`src/rtl/serial_sub4.sv`:
```
// serial_sub4: bit-serial subtractor, D = A - B - b_in, LSB first, one bit per clock.
// Ports:
//   clk, reset_n        : rising-edge clock, asynchronous active-low reset
//   start               : operation request, sampled only while idle
//   A, B, b_in          : minuend, subtrahend, borrow-in (captured on accepted start)
//   D, b_out, zero, ovf : difference, final borrow, D==0 flag, signed overflow
//   busy, done          : operation in progress, one-cycle result-valid pulse
module serial_sub4 #(
    parameter int unsigned WIDTH = 4
) (
    input  logic             clk,
    input  logic             reset_n,
    input  logic             start,
    input  logic [WIDTH-1:0] A,
    input  logic [WIDTH-1:0] B,
    input  logic             b_in,
    output logic [WIDTH-1:0] D,
    output logic             b_out,
    output logic             zero,
    output logic             ovf,
    output logic             busy,
    output logic             done
);

    localparam int unsigned CW = (WIDTH > 2) ? $clog2(WIDTH) : 1;
    localparam logic [CW-1:0] LAST_BIT = CW'(WIDTH - 1);

    localparam logic [1:0] S_IDLE  = 2'd0;
    localparam logic [1:0] S_SHIFT = 2'd1;
    localparam logic [1:0] S_DONE  = 2'd2;

    logic [1:0]       state_q, state_d;
    logic [WIDTH-1:0] sa_q, sa_d;
    logic [WIDTH-1:0] sb_q, sb_d;
    logic [WIDTH-1:0] res_q, res_d;
    logic [CW-1:0]    cnt_q, cnt_d;
    logic             br_q, br_d;
    logic             amsb_q, amsb_d;
    logic             bmsb_q, bmsb_d;
    logic [WIDTH-1:0] dout_q, dout_d;
    logic             bout_q, bout_d;
    logic             zero_q, zero_d;
    logic             ovf_q, ovf_d;
    logic             busy_q, busy_d;
    logic             done_q, done_d;

    // Full-subtractor cell shared by every bit position
    logic             bit_a, bit_b, diff_bit, borrow_nxt;
    logic [WIDTH-1:0] res_nxt;

    always_comb begin
        bit_a      = sa_q[0];
        bit_b      = sb_q[0];
        diff_bit   = bit_a ^ bit_b ^ br_q;
        borrow_nxt = (~bit_a & bit_b) | (~(bit_a ^ bit_b) & br_q);
        res_nxt    = {diff_bit, res_q[WIDTH-1:1]};
    end

    // Next-state and output logic
    always_comb begin
        state_d = state_q;
        sa_d    = sa_q;
        sb_d    = sb_q;
        res_d   = res_q;
        cnt_d   = cnt_q;
        br_d    = br_q;
        amsb_d  = amsb_q;
        bmsb_d  = bmsb_q;
        dout_d  = dout_q;
        bout_d  = bout_q;
        zero_d  = zero_q;
        ovf_d   = ovf_q;
        busy_d  = busy_q;
        done_d  = 1'b0;

        case (state_q)
            S_IDLE: begin
                if (start) begin
                    sa_d    = A;
                    sb_d    = B;
                    br_d    = b_in;
                    amsb_d  = A[WIDTH-1];
                    bmsb_d  = B[WIDTH-1];
                    cnt_d   = '0;
                    busy_d  = 1'b1;
                    state_d = S_SHIFT;
                end
            end
            S_SHIFT: begin
                res_d = res_nxt;
                sa_d  = sa_q >> 1;
                sb_d  = sb_q >> 1;
                br_d  = borrow_nxt;
                cnt_d = cnt_q + CW'(1);
                // Results are committed on the edge that processes the MSB,
                // so they are valid in the same cycle as done.
                if (cnt_q == LAST_BIT) begin
                    dout_d  = res_nxt;
                    bout_d  = borrow_nxt;
                    zero_d  = (res_nxt == '0);
                    ovf_d   = (amsb_q ^ bmsb_q) & (diff_bit ^ amsb_q);
                    busy_d  = 1'b0;
                    done_d  = 1'b1;
                    state_d = S_DONE;
                end
            end
            S_DONE: begin
                state_d = S_IDLE;
            end
            default: begin
                state_d = S_IDLE;
                busy_d  = 1'b0;
            end
        endcase
    end

    // State and datapath registers
    always_ff @(posedge clk or negedge reset_n) begin
        if (!reset_n) begin
            state_q <= S_IDLE;
            sa_q    <= '0;
            sb_q    <= '0;
            res_q   <= '0;
            cnt_q   <= '0;
            br_q    <= 1'b0;
            amsb_q  <= 1'b0;
            bmsb_q  <= 1'b0;
            dout_q  <= '0;
            bout_q  <= 1'b0;
            zero_q  <= 1'b1;
            ovf_q   <= 1'b0;
            busy_q  <= 1'b0;
            done_q  <= 1'b0;
        end else begin
            state_q <= state_d;
            sa_q    <= sa_d;
            sb_q    <= sb_d;
            res_q   <= res_d;
            cnt_q   <= cnt_d;
            br_q    <= br_d;
            amsb_q  <= amsb_d;
            bmsb_q  <= bmsb_d;
            dout_q  <= dout_d;
            bout_q  <= bout_d;
            zero_q  <= zero_d;
            ovf_q   <= ovf_d;
            busy_q  <= busy_d;
            done_q  <= done_d;
        end
    end

    assign D     = dout_q;
    assign b_out = bout_q;
    assign zero  = zero_q;
    assign ovf   = ovf_q;
    assign busy  = busy_q;
    assign done  = done_q;

endmodule

```
`config.mk`:
```
export PLATFORM = sky130hd
export DESIGN_NAME = serial_sub4
export DESIGN_NICKNAME = d
export VERILOG_FILES = /design/src/rtl/serial_sub4.sv
export SDC_FILE = /design/constraint.sdc
export NUM_CORES = 1
export LEC_CHECK = 0
export ABC_AREA = 1
export BUFFER_PORTS_ARGS = -buffer_cell sky130_fd_sc_hd__buf_4
export CAP_MARGIN = 20
export CORE_ASPECT_RATIO = 1.5
export CORE_MARGIN = 2
export CORE_UTILIZATION = 54
export DETAILED_ROUTE_END_ITERATION = 6
export PLACE_DENSITY = 0.77
export REMOVE_ABC_BUFFERS = 1
export SKIP_CTS_REPAIR_TIMING = 1
export SLEW_MARGIN = 20
export SYNTH_ARGS = -nofsm -noshare
export SYNTH_HDL_FRONTEND = slang
export SYNTH_SLANG_ARGS = --single-unit
export TNS_END_PERCENT = 10
```
`constraint.sdc`:
```
create_clock -name clk -period 1.9 [get_ports clk]
set_input_delay 0.38 -clock clk [delete_from_list [all_inputs] [get_ports clk]]
set_output_delay 0.38 -clock clk [all_outputs]
set_load 0.02 [all_outputs]
```
==> results of run 1 <==
[worst max-delay path, stage by stage, from the launching register on]
cell     delay [ns]
dfrtp_1        0.43
fa_1           0.63
nor2_1         0.07
nand2_1        0.05
nand2_1        0.05
nand2_1        0.05
nand2_1        0.05
[stage by stage]
stage	cells	setup slack, ns	area (um2)
5_1_grt	192	0.401	1410
6_report	192	0.479	1410
4_1_cts	191	0.480	1400
3_3_place_gp	187	0.545	1380
2_1_floorplan	144	0.575	1200
3_5_place_dp	187	0.503	1380
[cell usage in the layout, fill, tap and decap left out, drive strengths merged]
master	Yosys	routed
dlygate4sd3	0	1
buf	3	20
nor2	7	7
nand3	17	17
clkinv	1	2
fa	1	1
inv	24	24
nand2	55	55
clkbuf	0	3
ha	1	1
o21ai	10	10
a21oi	1	1
dfstp	1	1
dfrtp	26	26
[flip-flops by register name (all words and copies together), names as in the netlist, 2 cells and up]
register,flops
D,4
cnt_q,2
state_q,2
sa_q,4
res_q,3
sb_q,4
[layout make-up]
class / instances / area, um2
fillers: 195 / 768
flip-flops and latches: 27 / 677
multi-input cells: 92 / 425
repair buffers: 21 / 160
inverters: 25 / 93.8
well taps: 23 / 28.8
clock buffers: 3 / 22.5
clock inverters: 1 / 5.00
[cell families after synthesis]
logic type	after synthesis	synth area share
AOI/OAI and AO/OA	11	0.0450
buffers and inverters	28	0.0982
and+or+nand+nor	79	0.276
adders and majority gates	2	0.0266
DFF	27	0.554
[how the worst min path moves through the flow]
stage / endpoint / from / depth (start not counted)
2_1_floorplan: D[0]$_DFFE_PN0P_ / reset_n / 0
5_1_grt: bmsb_q$_DFFE_PN0P_ / B[3] / 3
3_5_place_dp: busy$_DFFE_PN0P_ / reset_n / 1
3_3_place_gp: busy$_DFFE_PN0P_ / reset_n / 1
4_1_cts: ovf$_DFFE_PN0P_ / reset_n / 1
6_report: bmsb_q$_DFFE_PN0P_ / B[3] / 3
[metal layers]
metal  part of all wire  wire [um]  track usage
met5                  0          0            0
met2               0.51       1110        0.330
met1               0.43        928        0.227
met3              0.035         75       0.0291
met4              0.022         48        0.109
[power groups by stage]
stage,logic [W],registers (W),clock network [W]
finish,0.00110,0.00102,0.000248
global route,0.00127,0.00105,0.000278
CTS,0.00112,0.00102,0.000253
detailed placement,0.00111,0.00103,0
global placement,0.00109,0.00102,0
floorplan,0.000711,0.00109,0
==> qor.txt, run 1 <==
GLOBAL ROUTING
----------------------------------------------------------------------------------------------------
Sum of overflow across all layers after global routing ................................            0
Initial antenna violation count .......................................................            0
Pin count of the biggest net entering global routing ..................................           28
Number of global-route vias before repair .............................................          953
Global Route Usage Sum ................................................................        0.195
Global-route wire length before repair ................................................      3940 um

ROUTING
----------------------------------------------------------------------------------------------------
Via count .............................................................................          957
Antenna violation net count after detailed routing ....................................            0
Post-DR wirelength/cell ...............................................................      11.3 um
Detailed-router iteration count before antenna repair .................................            4
DR DRC count ..........................................................................            0
First-iteration detailed-routing DRC count ............................................           14
Vias per cell .........................................................................         4.98
Total Routed Length ...................................................................      2160 um

SYNTHESIS
----------------------------------------------------------------------------------------------------
Library cell with the highest instance count after synthesis ..........................      nand2_1
Most used standard cells in the synthesized netlist ................................... nand2_1 (52), dfrtp_1 (26), inv_1 (20), nand3_1 (16), o21ai_1 (9)
Register area share after synthesis ...................................................        0.554
Cell types occupying the most area after synthesis .................................... dfrtp_1 (53%), nand2_1 (16%), nand3_1 (6.6%)
Syn_area_per_cell .....................................................................     8.32 um2
Proportion of register bits with asynchronous set or reset after synthesis ............         1.00
Number of synthesized flops with an enable pin ........................................            0
Total standard cell area after synthesis ..............................................     1220 um2
Netlist cell types ....................................................................           19
Flop and latch count out of synthesis .................................................           27
Top-area cell type share of the netlist area ..........................................        0.532
Number of warnings issued by yosys ....................................................            0
Cells after synthesis .................................................................          147
Most instantiated flip-flop cell in the synthesis netlist .............................      dfrtp_1
Dominant cell type by area after synthesis ............................................      dfrtp_1

CTS
----------------------------------------------------------------------------------------------------
Total CTS buffers .....................................................................            3
CTS sink count ........................................................................           27
Worst-skew pair later-pin latency .....................................................      0.33 ns
Max clock buf depth ...................................................................            2
H-tree depth ..........................................................................            1
Clock tree from TritonCTS .............................................................        built
CTS Root Cell .........................................................................     clkbuf_4
Clock-pin slew reported for the worst setup and hold paths after clock tree synthesis .      0.15 ns

FINISH
----------------------------------------------------------------------------------------------------
Share of final-layout standard cells stronger than drive strength 1 ...................        0.201
NumNets Final .........................................................................          184
Final core occ ........................................................................        0.648
Diode count ...........................................................................            0
Synth-to-Final Area Change ............................................................        15.6%

STA
----------------------------------------------------------------------------------------------------
Post-route worst hold slack ...........................................................     0.262 ns
Layout Skew ...........................................................................    0.0111 ns
Max transition margin .................................................................        0.728
Final hold violation count ............................................................            0
Setup violators final .................................................................            0
Sum of negative setup slack ...........................................................         0 ns
FMAX ..................................................................................      704 MHz
Final max-slew violation count ........................................................            0
Actual transition at the worst max-transition pin .....................................     0.407 ns
Final period util .....................................................................        0.748
Setup repair after global routing missed its margin ...................................           no
Min cycle time layout .................................................................      1.42 ns

POWER
----------------------------------------------------------------------------------------------------
Max IR drop VDD .......................................................................     0.834 mV
Clock power frac ......................................................................        0.105
Post-layout power .....................................................................    0.00237 W
Proportion of power drawn by combinational gates ......................................        0.464
Leak Pwr ..............................................................................     0.804 nW
Internal power component ..............................................................    0.00134 W
Share of total power in sequential cells ..............................................        0.431
Net switching fraction of the power ...................................................        0.433
Total power density per cell area .....................................................  1680 nW/um2
Net Switching .........................................................................    0.00103 W

CRITICAL PATH
----------------------------------------------------------------------------------------------------
Startpoint-to-endpoint class of the critical path ..................................... register to register
Critical-path maximum fanout ..........................................................            5
Reg-to-reg critical path startpoint ................................................... sa_q[0]$_DFFE_PN0P_
Critical path capture point ........................................................... ovf$_DFFE_PN0P_
Worst R2R Setup Slack .................................................................      0.48 ns
Type of origin of the critical path ...................................................     register
Data required, critical path ..........................................................      2.14 ns
Destination of the worst register-to-register timing path ............................. ovf$_DFFE_PN0P_
Crit. End Element .....................................................................     register
Cells on worst reg2reg path ...........................................................            6
CP Data Arrival Time ..................................................................      1.67 ns
Worst setup path startpoint ........................................................... sa_q[0]$_DFFE_PN0P_

FLOORPLAN
----------------------------------------------------------------------------------------------------
Number of placement rows ..............................................................           21
DIE WIDTH .............................................................................      42.8 um
Effective utilization at floorplan ....................................................        0.561
Core ar. ..............................................................................     2180 um2
Top-Level Pins ........................................................................           21
Die ar. ...............................................................................     2670 um2
Vertical extent of the die ............................................................      62.3 um

JOB
----------------------------------------------------------------------------------------------------
Number of max-capacitance violations reported .........................................            0

PLACED DESIGN
----------------------------------------------------------------------------------------------------
Port bufs .............................................................................           20
Final Wtd Congestion ..................................................................        0.794
DP Wirelength .........................................................................      1620 um

HOLD PATH
----------------------------------------------------------------------------------------------------
Worst Hold Class ...................................................................... input port to register

RUN STATUS
----------------------------------------------------------------------------------------------------
Status ................................................................................ finished clean

No activity file was read; power rests on OpenSTA's default activity.
==> run 2, diff against run 1 <==
ABC_AREA = 0   (was 1)
clock period = 1.5 ns   (was 1.9 ns; I/O delays follow)
==> qor.txt, run 2 <==
RUN STATUS
----------------------------------------------------------------------------------------------------
Status ................................................................................ finished, violations left
Failing checks ........................................................................ negative setup slack

HOLD PATH
----------------------------------------------------------------------------------------------------
Launch instance of the worst min-delay path ...........................................         B[3]
Worst Hold Class ...................................................................... input port to register
Worst Hold Path EP .................................................................... bmsb_q$_DFFE_PN0P_
Hold Crit Depth .......................................................................            2

CRITICAL PATH
----------------------------------------------------------------------------------------------------
Type of origin of the critical path ...................................................     register
Data required, critical path ..........................................................      1.79 ns
Reg-to-reg critical path startpoint ................................................... sa_q[0]$_DFFE_PN0P_
Critical-path maximum fanout ..........................................................            2
Worst path cell trace ................................................................. fa_1 > or4_1 > o21ai_1
CP Data Arrival Time ..................................................................      1.90 ns
Startpoint-to-endpoint class of the critical path ..................................... register to register
Cells on worst reg2reg path ...........................................................            3
Worst R2R Setup Slack .................................................................     -0.11 ns
Crit. End Element .....................................................................     register
Cell type of the slowest stage on the worst timing path ...............................         fa_1
Destination of the worst register-to-register timing path ............................. zero$_DFFE_PN1P_
Peak per-stage delay on the critical path .............................................      0.49 ns

CTS
----------------------------------------------------------------------------------------------------
Total CTS buffers .....................................................................            3
CTS sink count ........................................................................           27
Clock tree from TritonCTS .............................................................        built
H-tree depth ..........................................................................            1
CTS Root Cell .........................................................................     clkbuf_4
Max clock buf depth ...................................................................            2
Worst-skew pair later-pin latency .....................................................      0.34 ns
Clock-pin slew reported for the worst setup and hold paths after clock tree synthesis .      0.15 ns

FINISH
----------------------------------------------------------------------------------------------------
Post-route cell area ..................................................................     1490 um2
Synth-to-Final Area Change ............................................................        22.8%
Diode count ...........................................................................            0
Most common cell after layout, fill and taps aside ....................................        buf_4
NumNets Final .........................................................................          160
Final standard cell count with taps included and fillers excluded .....................          168
Layout fillers ........................................................................          175
Final core occ ........................................................................        0.684
Most frequent cells in the layout ..................................................... buf_4 (32), dfrtp_1 (26), nand2_1 (16)
Share of final-layout standard cells stronger than drive strength 1 ...................        0.283

SYNTHESIS
----------------------------------------------------------------------------------------------------
Cells after synthesis .................................................................          114
Netlist cell types ....................................................................           25
Proportion of register bits with asynchronous set or reset after synthesis ............         1.00
Dominant cell type by area after synthesis ............................................      dfrtp_1
Most instantiated flip-flop cell in the synthesis netlist .............................      dfrtp_1
Cell types occupying the most area after synthesis .................................... dfrtp_1 (54%), nor2b_1 (5.1%), nand2_1 (4.9%)
Top-area cell type share of the netlist area ..........................................        0.536
Number of synthesized flops with an enable pin ........................................            0
Library cell with the highest instance count after synthesis ..........................      dfrtp_1
Flop and latch count out of synthesis .................................................           27
Syn_area_per_cell .....................................................................     10.7 um2
Most used standard cells in the synthesized netlist ................................... dfrtp_1 (26), nand2_1 (16), nor2b_1 (10), o21ai_1 (9), a21oi_1 (8)
Number of warnings issued by yosys ....................................................            0
Register area share after synthesis ...................................................        0.557
Total standard cell area after synthesis ..............................................     1210 um2

PLACED DESIGN
----------------------------------------------------------------------------------------------------
Final Wtd Congestion ..................................................................        0.760
Number of instances in the placed design ..............................................          162
Worst-case setup slack after placement ................................................   -0.0896 ns
DP Wirelength .........................................................................      1730 um
Post-placement cell area ..............................................................     1440 um2
Port bufs .............................................................................           20

GLOBAL ROUTING
----------------------------------------------------------------------------------------------------
Initial antenna violation count .......................................................            0
Global Route Usage Sum ................................................................        0.196
Sum of overflow across all layers after global routing ................................            0
Number of global-route vias before repair .............................................          838
Pin count of the biggest net entering global routing ..................................           28
Global-route wire length before repair ................................................      3810 um

FLOORPLAN
----------------------------------------------------------------------------------------------------
DIE WIDTH .............................................................................      42.7 um
Vertical extent of the die ............................................................      62.1 um
Core ar. ..............................................................................     2180 um2
Top-Level Pins ........................................................................           21
Effective utilization at floorplan ....................................................        0.557
Die ar. ...............................................................................     2650 um2
Number of placement rows ..............................................................           21

STA
----------------------------------------------------------------------------------------------------
Layout Skew ...........................................................................   0.00865 ns
Min cycle time layout .................................................................      1.61 ns
Fin worst setup slack .................................................................    -0.110 ns
Final max-slew violation count ........................................................            0
FMAX ..................................................................................      621 MHz
Final hold violation count ............................................................            0
Final period util .....................................................................         1.07
Setup violators final .................................................................            2
Actual transition at the worst max-transition pin .....................................     0.337 ns
Setup repair after global routing missed its margin ...................................          yes
Max transition margin .................................................................        0.775

JOB
----------------------------------------------------------------------------------------------------
Number of max-capacitance violations reported .........................................            0

ROUTING
----------------------------------------------------------------------------------------------------
Post-DR wirelength/cell ...............................................................      14.0 um
Via count .............................................................................          936
DR DRC count ..........................................................................            0
First-iteration detailed-routing DRC count ............................................           29
Vias per cell .........................................................................         5.57
Antenna violation net count after detailed routing ....................................            0
Detailed-router iteration count before antenna repair .................................            4
Total Routed Length ...................................................................      2350 um

POWER
----------------------------------------------------------------------------------------------------
Leak Pwr ..............................................................................     0.732 nW
Post-layout power .....................................................................    0.00308 W
Max IR drop VDD .......................................................................      1.11 mV
Total power density per cell area .....................................................  2060 nW/um2

-- run 2: changes by cell type after synthesis, sizes merged, moves of 3 or more --
| cell | delta |
|---|---|
| nand2 | -39 |
| inv | -19 |
| nand3 | -17 |
| nor2b | +10 |
| a21oi | +7 |
| a22oi | +6 |
| mux2 | +6 |
| o21ai | +4 |
| a2bb2oi | +3 |
| clkbuf | +3 |
| nor2 | -3 |
-- run 2: per-stage QoR --
| stage | TNS [ns] | hold slack [ns] |
|---|---|---|
| 4_1_cts | -0.160 | -0.163 |
| 3_5_place_dp | -0.105 | 0.230 |
| 2_1_floorplan | -0.306 | 0.00441 |
| 3_3_place_gp | -0.0254 | 0.225 |
| 5_1_grt | -0.298 | 0.162 |
| 6_report | -0.134 | 0.177 |
-- run 2: layer usage --
layer / up-vias / track usage / wire length, um
met2: 20 / 0.340 / 1200
met1: 455 / 0.241 / 1010
met3: 5 / 0.0289 / 82
li1: 456 / - / -
met5: - / 0 / 0
met4: 0 / 0.0938 / 51
-- run 2: layout make-up --
class | count | area, um2 | area share
sequential | 27 | 677 | 0.454
multi-input combinational | 76 | 487 | 0.326
timing repair buffer | 33 | 250 | 0.168
tap | 23 | 28.8 | 0.0193
clock buffer | 3 | 22.5 | 0.0151
inverter | 5 | 18.8 | 0.0126
clock inverter | 1 | 7.51 | 0.00503
-- run 2: report_power, final --
part	switching [W]	leakage, nW	internal (W)
Combinational	0.000716	0.380	0.000750
Clock	0.000227	0.0139	0.000103
Sequential	0.000234	0.338	0.00105
-- run 2: how the worst max path moves through the flow --
stage	start	slack, ns	cells after the start	to
after global placement	sb_q[0]$_DFFE_PN0P_	-0.03	4	zero$_DFFE_PN1P_
final	sa_q[0]$_DFFE_PN0P_	-0.11	3	zero$_DFFE_PN1P_
after global routing	sb_q[0]$_DFFE_PN0P_	-0.20	4	zero$_DFFE_PN1P_
after floorplan	state_q[1]$_DFFE_PN0P_	-0.12	3	amsb_q$_DFFE_PN0P_
after detailed placement	sb_q[0]$_DFFE_PN0P_	-0.09	4	zero$_DFFE_PN1P_
after CTS	sb_q[0]$_DFFE_PN0P_	-0.12	4	zero$_DFFE_PN1P_
-- run 2: kinds of logic (layout without fill, tap and decap cells) --
family,Yosys count,in the layout,synth area share
mux,7,7,0.0700
compound gates,33,33,0.163
simple gates,34,34,0.141
fa+ha+maj,2,2,0.0268
buf+inv,11,42,0.0422
flops,27,27,0.557
-- run 2: critical path, delay by kind of cell (launching register included) --
kind / cells / cell delay, ns
and+or+nand+nor: 1 / 0.49
AOI/OAI and AO/OA: 1 / 0.14
DFF: 1 / 0.43
adders and majority gates: 1 / 0.49
